### src/rtl/axi4l_wb_pkg.sv
// Shared constants for the AXI4-Lite to multi-channel Wishbone bridge.
// Holds the AXI response codes, the bridge FSM states and the default channel decode map.
package axi4l_wb_pkg;

  localparam logic [1:0] RESP_OKAY   = 2'b00;
  localparam logic [1:0] RESP_SLVERR = 2'b10;
  localparam logic [1:0] RESP_DECERR = 2'b11;

  typedef enum logic [1:0] {
    ST_IDLE   = 2'd0,
    ST_WB_CYC = 2'd1,
    ST_RESP   = 2'd2
  } state_e;

  // Four 4 KiB windows starting at 0x7000_0000, channel 0 in the LSBs.
  localparam logic [127:0] DEF_SLV_BASE = {32'h7000_3000, 32'h7000_2000,
                                           32'h7000_1000, 32'h7000_0000};
  localparam logic [127:0] DEF_SLV_MASK = {4{32'hFFFF_F000}};

endpackage

### src/rtl/axi4l_wb_decode.sv
// Combinational base/mask address decoder.
// Returns a one-hot hit vector in which the lowest matching channel wins, plus a miss flag.
module axi4l_wb_decode #(
  parameter int ADDR_WIDTH = 32,
  parameter int NUM_SLAVES = 4,
  parameter logic [NUM_SLAVES*ADDR_WIDTH-1:0] SLV_BASE = '0,
  parameter logic [NUM_SLAVES*ADDR_WIDTH-1:0] SLV_MASK = '0
) (
  input  logic [ADDR_WIDTH-1:0] i_addr,
  output logic [NUM_SLAVES-1:0] o_hit,
  output logic                  o_miss
);

  always_comb begin
    o_hit  = '0;
    o_miss = 1'b1;
    for (int i = 0; i < NUM_SLAVES; i++) begin
      if (o_miss && ((i_addr & SLV_MASK[i*ADDR_WIDTH +: ADDR_WIDTH]) ==
                     SLV_BASE[i*ADDR_WIDTH +: ADDR_WIDTH])) begin
        o_hit[i] = 1'b1;
        o_miss   = 1'b0;
      end
    end
  end

endmodule

### src/rtl/axi4l_wb_bridge_mux.sv
// AXI4-Lite slave that serialises requests onto N Wishbone channels selected by address decode.
// Reads and writes alternate when both are pending; it generates DECERR on a miss and SLVERR on a Wishbone error or timeout.
module axi4l_wb_bridge_mux
  import axi4l_wb_pkg::*;
#(
  parameter int ADDR_WIDTH     = 32,
  parameter int DATA_WIDTH     = 32,
  parameter int NUM_SLAVES     = 4,
  parameter int TIMEOUT_CYCLES = 256,
  parameter logic [NUM_SLAVES*ADDR_WIDTH-1:0] SLV_BASE = DEF_SLV_BASE,
  parameter logic [NUM_SLAVES*ADDR_WIDTH-1:0] SLV_MASK = DEF_SLV_MASK,
  localparam int STRB_WIDTH    = DATA_WIDTH / 8
) (
  input  logic                             clk_i,
  input  logic                             rst_ni,
  input  logic [ADDR_WIDTH-1:0]            s_aw_addr,
  input  logic                             s_aw_valid,
  output logic                             s_aw_ready,
  input  logic [DATA_WIDTH-1:0]            s_w_data,
  input  logic [STRB_WIDTH-1:0]            s_w_strb,
  input  logic                             s_w_valid,
  output logic                             s_w_ready,
  output logic [1:0]                       s_b_resp,
  output logic                             s_b_valid,
  input  logic                             s_b_ready,
  input  logic [ADDR_WIDTH-1:0]            s_ar_addr,
  input  logic                             s_ar_valid,
  output logic                             s_ar_ready,
  output logic [DATA_WIDTH-1:0]            s_r_data,
  output logic [1:0]                       s_r_resp,
  output logic                             s_r_valid,
  input  logic                             s_r_ready,
  output logic [ADDR_WIDTH-1:0]            wb_adr_o,
  output logic [DATA_WIDTH-1:0]            wb_dat_o,
  output logic [STRB_WIDTH-1:0]            wb_sel_o,
  output logic                             wb_we_o,
  output logic [NUM_SLAVES-1:0]            wb_cyc_o,
  output logic [NUM_SLAVES-1:0]            wb_stb_o,
  input  logic [NUM_SLAVES*DATA_WIDTH-1:0] wb_dat_i,
  input  logic [NUM_SLAVES-1:0]            wb_ack_i,
  input  logic [NUM_SLAVES-1:0]            wb_err_i
);

  localparam int TW = (TIMEOUT_CYCLES > 1) ? $clog2(TIMEOUT_CYCLES) : 1;

  state_e                  r_state;
  logic                    r_prio_wr;
  logic                    r_we;
  logic [ADDR_WIDTH-1:0]   r_adr;
  logic [DATA_WIDTH-1:0]   r_wdat;
  logic [STRB_WIDTH-1:0]   r_sel;
  logic [NUM_SLAVES-1:0]   r_cyc;
  logic [TW-1:0]           r_tcnt;
  logic [1:0]              r_resp;
  logic [DATA_WIDTH-1:0]   r_rdata;
  logic                    r_bvalid;
  logic                    r_rvalid;

  logic                    w_idle;
  logic                    w_wr_pend;
  logic                    w_rd_pend;
  logic                    w_take_wr;
  logic                    w_accept;
  logic [ADDR_WIDTH-1:0]   w_dec_addr;
  logic [NUM_SLAVES-1:0]   w_hit;
  logic                    w_miss;
  logic                    w_ack;
  logic                    w_err;
  logic                    w_tmo;
  logic                    w_resp_done;
  logic [DATA_WIDTH-1:0]   w_rdata;

  // Handshakes use AXI valid/ready: a beat transfers on a rising edge where both are high.
  // The ready signals are decoded from the incoming valids only while IDLE, so each accept is a single-cycle pulse.
  assign w_idle     = rst_ni & (r_state == ST_IDLE);
  assign w_wr_pend  = s_aw_valid & s_w_valid;
  assign w_rd_pend  = s_ar_valid;
  assign w_take_wr  = w_wr_pend & (~w_rd_pend | r_prio_wr);
  assign w_accept   = w_idle & (w_wr_pend | w_rd_pend);
  assign s_aw_ready = w_idle & w_take_wr;
  assign s_w_ready  = w_idle & w_take_wr;
  assign s_ar_ready = w_idle & w_rd_pend & ~w_take_wr;
  assign w_dec_addr = w_take_wr ? s_aw_addr : s_ar_addr;

  axi4l_wb_decode #(
    .ADDR_WIDTH (ADDR_WIDTH),
    .NUM_SLAVES (NUM_SLAVES),
    .SLV_BASE   (SLV_BASE),
    .SLV_MASK   (SLV_MASK)
  ) u_decode (
    .i_addr (w_dec_addr),
    .o_hit  (w_hit),
    .o_miss (w_miss)
  );

  // Only the channel that owns the cycle is listened to.
  assign w_ack       = |(r_cyc & wb_ack_i);
  assign w_err       = |(r_cyc & wb_err_i);
  assign w_tmo       = (TIMEOUT_CYCLES != 0) && (r_tcnt == TW'(TIMEOUT_CYCLES - 1));
  assign w_resp_done = (r_bvalid & s_b_ready) | (r_rvalid & s_r_ready);

  always_comb begin
    w_rdata = '0;
    for (int i = 0; i < NUM_SLAVES; i++) begin
      if (r_cyc[i]) w_rdata = w_rdata | wb_dat_i[i*DATA_WIDTH +: DATA_WIDTH];
    end
  end

  always_ff @(posedge clk_i or negedge rst_ni) begin
    if (!rst_ni) begin
      r_state   <= ST_IDLE;
      r_prio_wr <= 1'b1;
      r_we      <= 1'b0;
      r_adr     <= '0;
      r_wdat    <= '0;
      r_sel     <= '0;
      r_cyc     <= '0;
      r_tcnt    <= '0;
      r_resp    <= RESP_OKAY;
      r_rdata   <= '0;
      r_bvalid  <= 1'b0;
      r_rvalid  <= 1'b0;
    end else begin
      case (r_state)
        ST_IDLE: begin
          if (w_accept) begin
            r_we   <= w_take_wr;
            r_adr  <= w_dec_addr;
            r_wdat <= w_take_wr ? s_w_data : '0;
            r_sel  <= w_take_wr ? s_w_strb : '1;
            r_tcnt <= '0;
            if (w_wr_pend && w_rd_pend) r_prio_wr <= ~r_prio_wr;
            if (w_miss) begin
              r_resp   <= RESP_DECERR;
              r_rdata  <= '0;
              r_bvalid <= w_take_wr;
              r_rvalid <= ~w_take_wr;
              r_state  <= ST_RESP;
            end else begin
              r_cyc   <= w_hit;
              r_state <= ST_WB_CYC;
            end
          end
        end
        ST_WB_CYC: begin
          r_tcnt <= r_tcnt + 1'b1;
          if (w_ack || w_err || w_tmo) begin
            // An error beats a simultaneous ack; a timeout is reported like an error.
            if (w_ack && !w_err) begin
              r_resp  <= RESP_OKAY;
              r_rdata <= w_rdata;
            end else begin
              r_resp  <= RESP_SLVERR;
              r_rdata <= '0;
            end
            r_cyc    <= '0;
            r_bvalid <= r_we;
            r_rvalid <= ~r_we;
            r_state  <= ST_RESP;
          end
        end
        ST_RESP: begin
          if (w_resp_done) begin
            r_bvalid <= 1'b0;
            r_rvalid <= 1'b0;
            r_tcnt   <= '0;
            r_state  <= ST_IDLE;
          end
        end
        default: r_state <= ST_IDLE;
      endcase
    end
  end

  assign wb_adr_o  = r_adr;
  assign wb_dat_o  = r_wdat;
  assign wb_sel_o  = r_sel;
  assign wb_we_o   = r_we;
  assign wb_cyc_o  = r_cyc;
  assign wb_stb_o  = r_cyc;
  assign s_b_resp  = r_resp;
  assign s_b_valid = r_bvalid;
  assign s_r_resp  = r_resp;
  assign s_r_data  = r_rdata;
  assign s_r_valid = r_rvalid;

endmodule

### config.mk
export PLATFORM = sky130hd
export DESIGN_NAME = axi4l_wb_bridge_mux
export DESIGN_NICKNAME = d
export VERILOG_FILES = /design/src/rtl/axi4l_wb_pkg.sv /design/src/rtl/axi4l_wb_decode.sv /design/src/rtl/axi4l_wb_bridge_mux.sv
export SDC_FILE = /design/constraint.sdc
export NUM_CORES = 1
export LEC_CHECK = 0
export CELL_PAD_IN_SITES_DETAIL_PLACEMENT = 2
export CELL_PAD_IN_SITES_GLOBAL_PLACEMENT = 2
export CORE_UTILIZATION = 23
export CTS_BUF_LIST = sky130_fd_sc_hd__clkbuf_4
export CTS_CLUSTER_DIAMETER = 120
export DETAILED_ROUTE_END_ITERATION = 8
export PLACE_DENSITY = 0.84
export SYNTH_ARGS = -nofsm -noshare
export SYNTH_HDL_FRONTEND = slang
export SYNTH_HIERARCHICAL = 1
export SYNTH_SLANG_ARGS = --single-unit
### constraint.sdc
create_clock -name clk_i -period 10.26 [get_ports clk_i]
set_clock_uncertainty 0.1 [all_clocks]
set_input_delay 2.565 -clock clk_i [delete_from_list [all_inputs] [get_ports clk_i]]
set_output_delay 2.565 -clock clk_i [all_outputs]
set_load 0.02 [all_outputs]
==> results of run 1 <==
==> stage by stage <==
stage	worst slack [ps]	cells	cell area [um^2]
floorplan	3880	588	6040
global placement	2640	1235	9880
detailed placement	2590	1235	9880
CTS	2580	1267	10200
global route	2440	1268	10200
finish	2690	1268	10200
==> power groups by stage <==
stage	clock, mW	combinational [mW]	sequential (mW)
3_3_place_gp	0	0.801	0.671
4_1_cts	0.392	0.833	0.671
3_5_place_dp	0	0.828	0.679
6_report	0.376	0.820	0.668
2_1_floorplan	0	0.256	0.810
5_1_grt	0.410	0.874	0.685
==> worst reg2reg max path, delay by kind of cell, from the launching register on <==
kind | cells | cell delay, ps
simple gates | 4 | 1160
buf+inv | 3 | 1060
compound gates | 3 | 450
flops | 1 | 540
mux | 2 | 820
==> per-layer routing <==
layer / global-route usage, % / up-vias
li1: - / 2834
met1: 23.2 / 3136
met2: 37.4 / 175
met3: 3.41 / 31
met4: 5.77 / 0
met5: 0 / -
==> area by class of cell <==
type | instances | area, um^2
Antenna cell | 1 | 2.50
Clock buffer | 17 | 128
Clock inverter | 15 | 179
Fill cell | 2707 | 15300
Inverter | 11 | 41.3
Multi-Input combinational cell | 403 | 2740
Sequential cell | 120 | 3000
Tap cell | 330 | 413
Timing Repair Buffer | 371 | 3680
==> sequential cells by signal (all words and copies together) (netlist names) <==
| signal | flops |
|---|---|
| s_r_valid | 1 |
| wb_cyc_o | 4 |
| s_b_resp | 2 |
| wb_adr_o | 32 |
| r_state | 2 |
| s_r_data | 32 |
| s_b_valid | 1 |
| wb_sel_o | 4 |
| wb_we_o | 1 |
| r_tcnt | 8 |
| r_prio_wr | 1 |
| wb_dat_o | 32 |
==> worst paths after layout <==
kind                            slack, ps      endpoint
worst max register to register       6010   s_b_resp[1]
worst max-delay path                 2690     s_w_ready
worst min register to register        390  wb_adr_o[21]
min in group asynchronous            2030  wb_adr_o[10]
worst min-delay path                  390  wb_adr_o[21]
max in group asynchronous            6650  wb_adr_o[23]
==> kinds of logic after synthesis <==
group | synth area share, %
adders and majority gates | 1.04
DFF | 49.7
xor gates and xnor gates | 0.145
muxes | 7.62
buffers and inverters | 5.30
AOI/OAI and AO/OA | 21.4
and+or+nand+nor | 14.8
==> cell usage in the layout, fill, tap and decap left out, drive strengths merged, types with 3 or more instances in the layout <==
cell | netlist | layout
clkdlybuf4s50 | 0 | 359
nand2 | 148 | 148
dfrtp | 119 | 119
a22o | 65 | 65
mux2 | 40 | 40
a221oi | 32 | 32
o31ai | 32 | 32
inv | 11 | 21
clkbuf | 29 | 17
nand3 | 12 | 12
buf | 25 | 12
nor2 | 10 | 10
nand3b | 5 | 5
ha | 5 | 5
o21ai | 5 | 5
nor4 | 5 | 5
o22a | 4 | 4
nor2b | 4 | 4
a21oi | 4 | 4
nor3 | 4 | 4
a22oi | 3 | 3
nor4b | 3 | 3
==> flow_metrics.py, run 1 <==
metrics = {
    "placed_design": {
        "port_buffers": 360,
        "dpl.hpwl_mm": 21.1,
        "gp_congestion": 0.801,
    },
    "worst_setup_path": {
        "slowest_stage": "clkdlybuf4s50_1",
        "end_kind": "output port",
        "rr_worst_depth": 12,
        "timing.rr.start": "r_prio_wr",
        "worstSetupPathType": "input port to output port",
        "path_max_fanout": 66,
        "crit_top_cell": "buf_4",
        "path_buf_inv": 4,
        "setup.worst_path.start": "rst_ni",
        "max_stage_delay_ps": 680,
        "crit_cells": 5,
        "cp_top_family": "buffers and inverters",
        "arrival_ps": 4910,
        "start_kind": "input port",
        "required_ps": 7600,
        "path_cells": "buf_4 -> nand3_1 -> inv_1 -> buf_4 -> clkdlybuf4s50_1",
    },
    "die": {
        "core_area_um2": 25500,
        "die_h_um": 164,
        "io_pins": 361,
        "start_util_pct": 23.7,
        "core.rowCount": 58,
        "dieArea_um2": 26900,
        "die_w_um": 164,
    },
    "routing": {
        "met2_length_mm": 14.7,
        "vias": 6176,
        "wl_met3_mm": 1.09,
        "ant_nets": 0,
        "drc": 0,
        "drt_iter0_markers": 238,
        "firstDrtPassIters": 7,
        "wl_met1_mm": 10.8,
        "totalWireLength_mm": 27.1,
        "vias_per_cell": 4.87,
        "topRoutingLayerUsed": "met4",
        "wl_per_cell_um": 21.4,
    },
    "hold_path": {
        "min_path_type": "flop to flop",
        "hold_path_depth": 2,
        "hold_start": "wb_adr_o[21]",
    },
    "global_route": {
        "grt_pass1_wl_mm": 40.3,
        "grt_max_degree": 67,
        "grt_overflow": 0,
        "antenna_found_initial": 1,
        "grt_use_total_pct": 20.1,
        "grt_pass1_vias": 6775,
    },
    "clocking": {
        "clockBufferDepth": 2,
        "clkTransAtPathRegs_ps": 110,
        "cts_hold_buf": 0,
        "cts_root_buf": "clkbuf_4",
        "clock_sinks": 120,
        "cts_resized": 0,
        "clk_latency_ps": 530,
        "h-tree-depth": 4,
        "cts_setup_buffers": 0,
        "cts_inserted_buffers": 17,
        "cts_tree": "yes",
    },
    "logic_synthesis": {
        "synth-main-ff-cell": "dfrtp_1",
        "syn_area_per_cell_um2": 10.3,
        "synth-edff-count": 0,
        "syn_inst": 588,
        "yosys-top-cells-count": "nand2_1 (148), dfrtp_1 (119), a22o_1 (65), mux2_2 (40)",
        "post-synth-top-count-cell": "nand2_1",
        "synth_cell_types": 50,
        "synth-seq-cells": 120,
        "yosysTopAreaCell": "dfrtp_1",
        "synth-async-reset-ratio_pct": 100,
        "syn_area_um2": 6040,
        "synth_seq_area_share_pct": 49.7,
        "synth_top_area_share_pct": 49.3,
        "synth_area_leaders": "dfrtp_1 (49%), a22o_1 (9.4%), nand2_1 (9.2%), mux2_2 (7.5%), a221oi_1 (4.6%)",
        "syn_nets": 836,
        "yosys_warnings": 6,
    },
    "cells_and_area": {
        "fin_nets": 1172,
        "finish.utilization_pct": 40.0,
        "final_layout_size_suffix_gt1_share_pct": 10.1,
        "area_growth_pct": 68.7,
    },
    "sta": {
        "tns_ps": 0,
        "fmax_ghz": 0.132,
        "period_share_pct": 73.8,
        "setup_viol": 0,
        "worst_pin_slew_ps": 912,
        "finalHoldViolCount": 0,
        "relSlewSlack_pct": 39.2,
        "slew_violations": 0,
        "timing.hold.ws_ps": 386,
        "rsz0062_at_grt": "false",
        "period_minus_slack_ps": 7570,
    },
    "run": {
        "cap_violations": 0,
    },
    "status": {
        "status": "finished clean",
    },
    "power": {
        "power_mw": 1.86,
        "p_leak_nw": 4.20,
        "cellPowerDensity_nw_per_um2": 183,
        "p_seq_share_pct": 35.8,
        "p_int_mw": 1.13,
        "clkPwrFrac_pct": 20.2,
        "p_comb_share_pct": 44.0,
        "peakVddDrop_mv": 0.105,
        "switching_power_uw": 731,
        "switching_share_pct": 39.2,
    },
}
Note: power is estimated with default switching activity, not from simulation.
==> inputs of run 2 (changes only) <==
--- a/config.mk
+++ b/config.mk
@@ -7,11 +7,11 @@
 export LEC_CHECK = 0
 export CELL_PAD_IN_SITES_DETAIL_PLACEMENT = 2
 export CELL_PAD_IN_SITES_GLOBAL_PLACEMENT = 2
-export CORE_UTILIZATION = 23
+export CORE_UTILIZATION = 22
 export CTS_BUF_LIST = sky130_fd_sc_hd__clkbuf_4
 export CTS_CLUSTER_DIAMETER = 120
 export DETAILED_ROUTE_END_ITERATION = 8
-export PLACE_DENSITY = 0.84
+export PLACE_DENSITY = 0.81
 export SYNTH_ARGS = -nofsm -noshare
 export SYNTH_HDL_FRONTEND = slang
 export SYNTH_HIERARCHICAL = 1
==> constraint.sdc (replaced) <==
create_clock -name clk_i -period 7.7 [get_ports clk_i]
set_clock_uncertainty 0.1 [all_clocks]
set_input_delay 1.925 -clock clk_i [delete_from_list [all_inputs] [get_ports clk_i]]
set_output_delay 1.925 -clock clk_i [all_outputs]
set_load 0.02 [all_outputs]
==> flow_metrics.py, run 2 (synthesis gave the netlist of run 1 again) <==
metrics = {
    "sta": {
        "period_minus_slack_ps": 6290,
        "worst_pin_slew_ps": 817,
        "period_share_pct": 81.7,
        "tns_ps": 0,
        "rsz0062_at_grt": "false",
        "finalHoldViolCount": 0,
        "fin_ws_ps": 1410,
        "setup_viol": 0,
        "relSlewSlack_pct": 45.5,
        "fmax_ghz": 0.159,
        "slew_violations": 0,
    },
    "routing": {
        "drt_iter0_markers": 259,
        "vias": 6112,
        "drc": 0,
        "wl_per_cell_um": 20.8,
        "totalWireLength_mm": 26.6,
        "firstDrtPassIters": 4,
        "vias_per_cell": 4.78,
        "ant_nets": 0,
    },
    "die": {
        "dieArea_um2": 28100,
        "core_area_um2": 27000,
        "start_util_pct": 22.4,
        "core.rowCount": 60,
        "die_h_um": 168,
        "die_w_um": 168,
        "io_pins": 361,
    },
    "placed_design": {
        "port_buffers": 360,
        "gp_congestion": 0.777,
        "pre_cts_slack_ps": 1370,
        "dpl.hpwl_mm": 20.6,
    },
    "global_route": {
        "antenna_found_initial": 1,
        "grt_overflow": 0,
        "grt_pass1_wl_mm": 41.1,
        "grt_max_degree": 66,
        "grt_pass1_vias": 6743,
        "grt_use_total_pct": 19.1,
    },
    "worst_setup_path": {
        "start_kind": "input port",
        "end_kind": "output port",
        "required_ps": 5680,
        "worstSetupPathType": "input port to output port",
        "arrival_ps": 4260,
        "path_max_fanout": 29,
    },
    "cells_and_area": {
        "final_cell_mix": "clkdlybuf4s50_1 (359), nand2_1 (148), dfrtp_1 (119)",
        "fin_nets": 1173,
        "final_common_cell": "clkdlybuf4s50_1",
        "area_growth_pct": 68.7,
        "final_layout_size_suffix_gt1_share_pct": 10.2,
    },
    "clocking": {
        "cts_tree": "yes",
        "clkTransAtPathRegs_ps": 120,
        "clk_latency_ps": 540,
        "cts_setup_buffers": 0,
        "clockBufferDepth": 2,
        "cts_inserted_buffers": 17,
        "cts_hold_buf": 0,
        "cts_root_buf": "clkbuf_4",
        "cts_resized": 0,
        "h-tree-depth": 4,
        "clock_sinks": 120,
    },
    "power": {
        "peakVddDrop_mv": 0.122,
        "p_leak_nw": 4.19,
        "cellPowerDensity_nw_per_um2": 240,
    },
    "run": {
        "cap_violations": 0,
    },
    "status": {
        "status": "finished clean",
    },
    "hold_path": {
        "min_path_type": "flop to flop",
    },
}
## run 2: cell types whose count changed in the layout (fill, tap and decap cells not counted), sizes merged
cell      previous run  this run
buf                 12        13
bufinv               2         1
clkinv               1         0
clkinvlp             2         4
## run 2: worst paths after layout
kind / from / end / slack (ps) / depth (start not counted)
max: s_w_valid / s_aw_ready / 1410 / 7
min: wb_adr_o[22] / wb_adr_o[22] / 390 / 2
max reg2reg: r_prio_wr / s_b_resp[1] / 3570 / 12
min reg2reg: wb_adr_o[22] / wb_adr_o[22] / 390 / 2
max in group asynchronous: rst_ni / r_tcnt[3] / 5280 / 2
min in group asynchronous: rst_ni / wb_dat_o[31] / 1140 / 1
## run 2: critical path, cell delays in order
cell	delay (ps)
clkdlybuf4s50_1	480
nand2_1	100
a21oi_4	130
nand3_1	290
inv_1	290
buf_4	370
clkdlybuf4s50_1	680
## run 2: per-stage QoR
stage | cells | cell area, um^2 | hold slack [ps] | power [mW] | utilization (%)
6_report | 1280 | 10200 | 388 | 2.45 | 37.8
5_1_grt | 1280 | 10200 | 417 | 2.60 | 37.8
4_1_cts | 1279 | 10200 | 395 | 2.50 | 37.8
3_5_place_dp | 1247 | 9900 | 364 | 2.01 | 36.7
3_3_place_gp | 1247 | 9900 | 359 | 1.96 | 36.7
2_1_floorplan | 588 | 6040 | 392 | 1.42 | -
## run 2: area by class of cell
type | count | area [um^2]
Antenna cell | 1 | 2.50
Clock buffer | 17 | 128
Clock inverter | 15 | 155
Fill cell | 2911 | 16800
Inverter | 11 | 41.3
Multi-Input combinational cell | 403 | 2740
Sequential cell | 120 | 3000
Tap cell | 341 | 427
Timing Repair Buffer | 372 | 3690
## run 2: power breakdown
group,internal [mW],switching [mW],total [mW],leakage (nW)
clock,0.173,0.295,0.468,0.143
sequential,0.790,0.0996,0.890,1.57
combinational,0.515,0.577,1.09,2.47
## run 2: per-layer routing
| metal | share of wire (%) | GRT usage, % | wire length, um | vias up |
|---|---|---|---|---|
| met5 | 0 | 0 | 0 | - |
| met4 | 1.4 | 4.55 | 364 | 0 |
| met3 | 4.5 | 4.51 | 1210 | 25 |
| met2 | 54 | 35.4 | 14300 | 169 |
| met1 | 41 | 22.1 | 10800 | 3093 |
| li1 | - | - | - | 2825 |
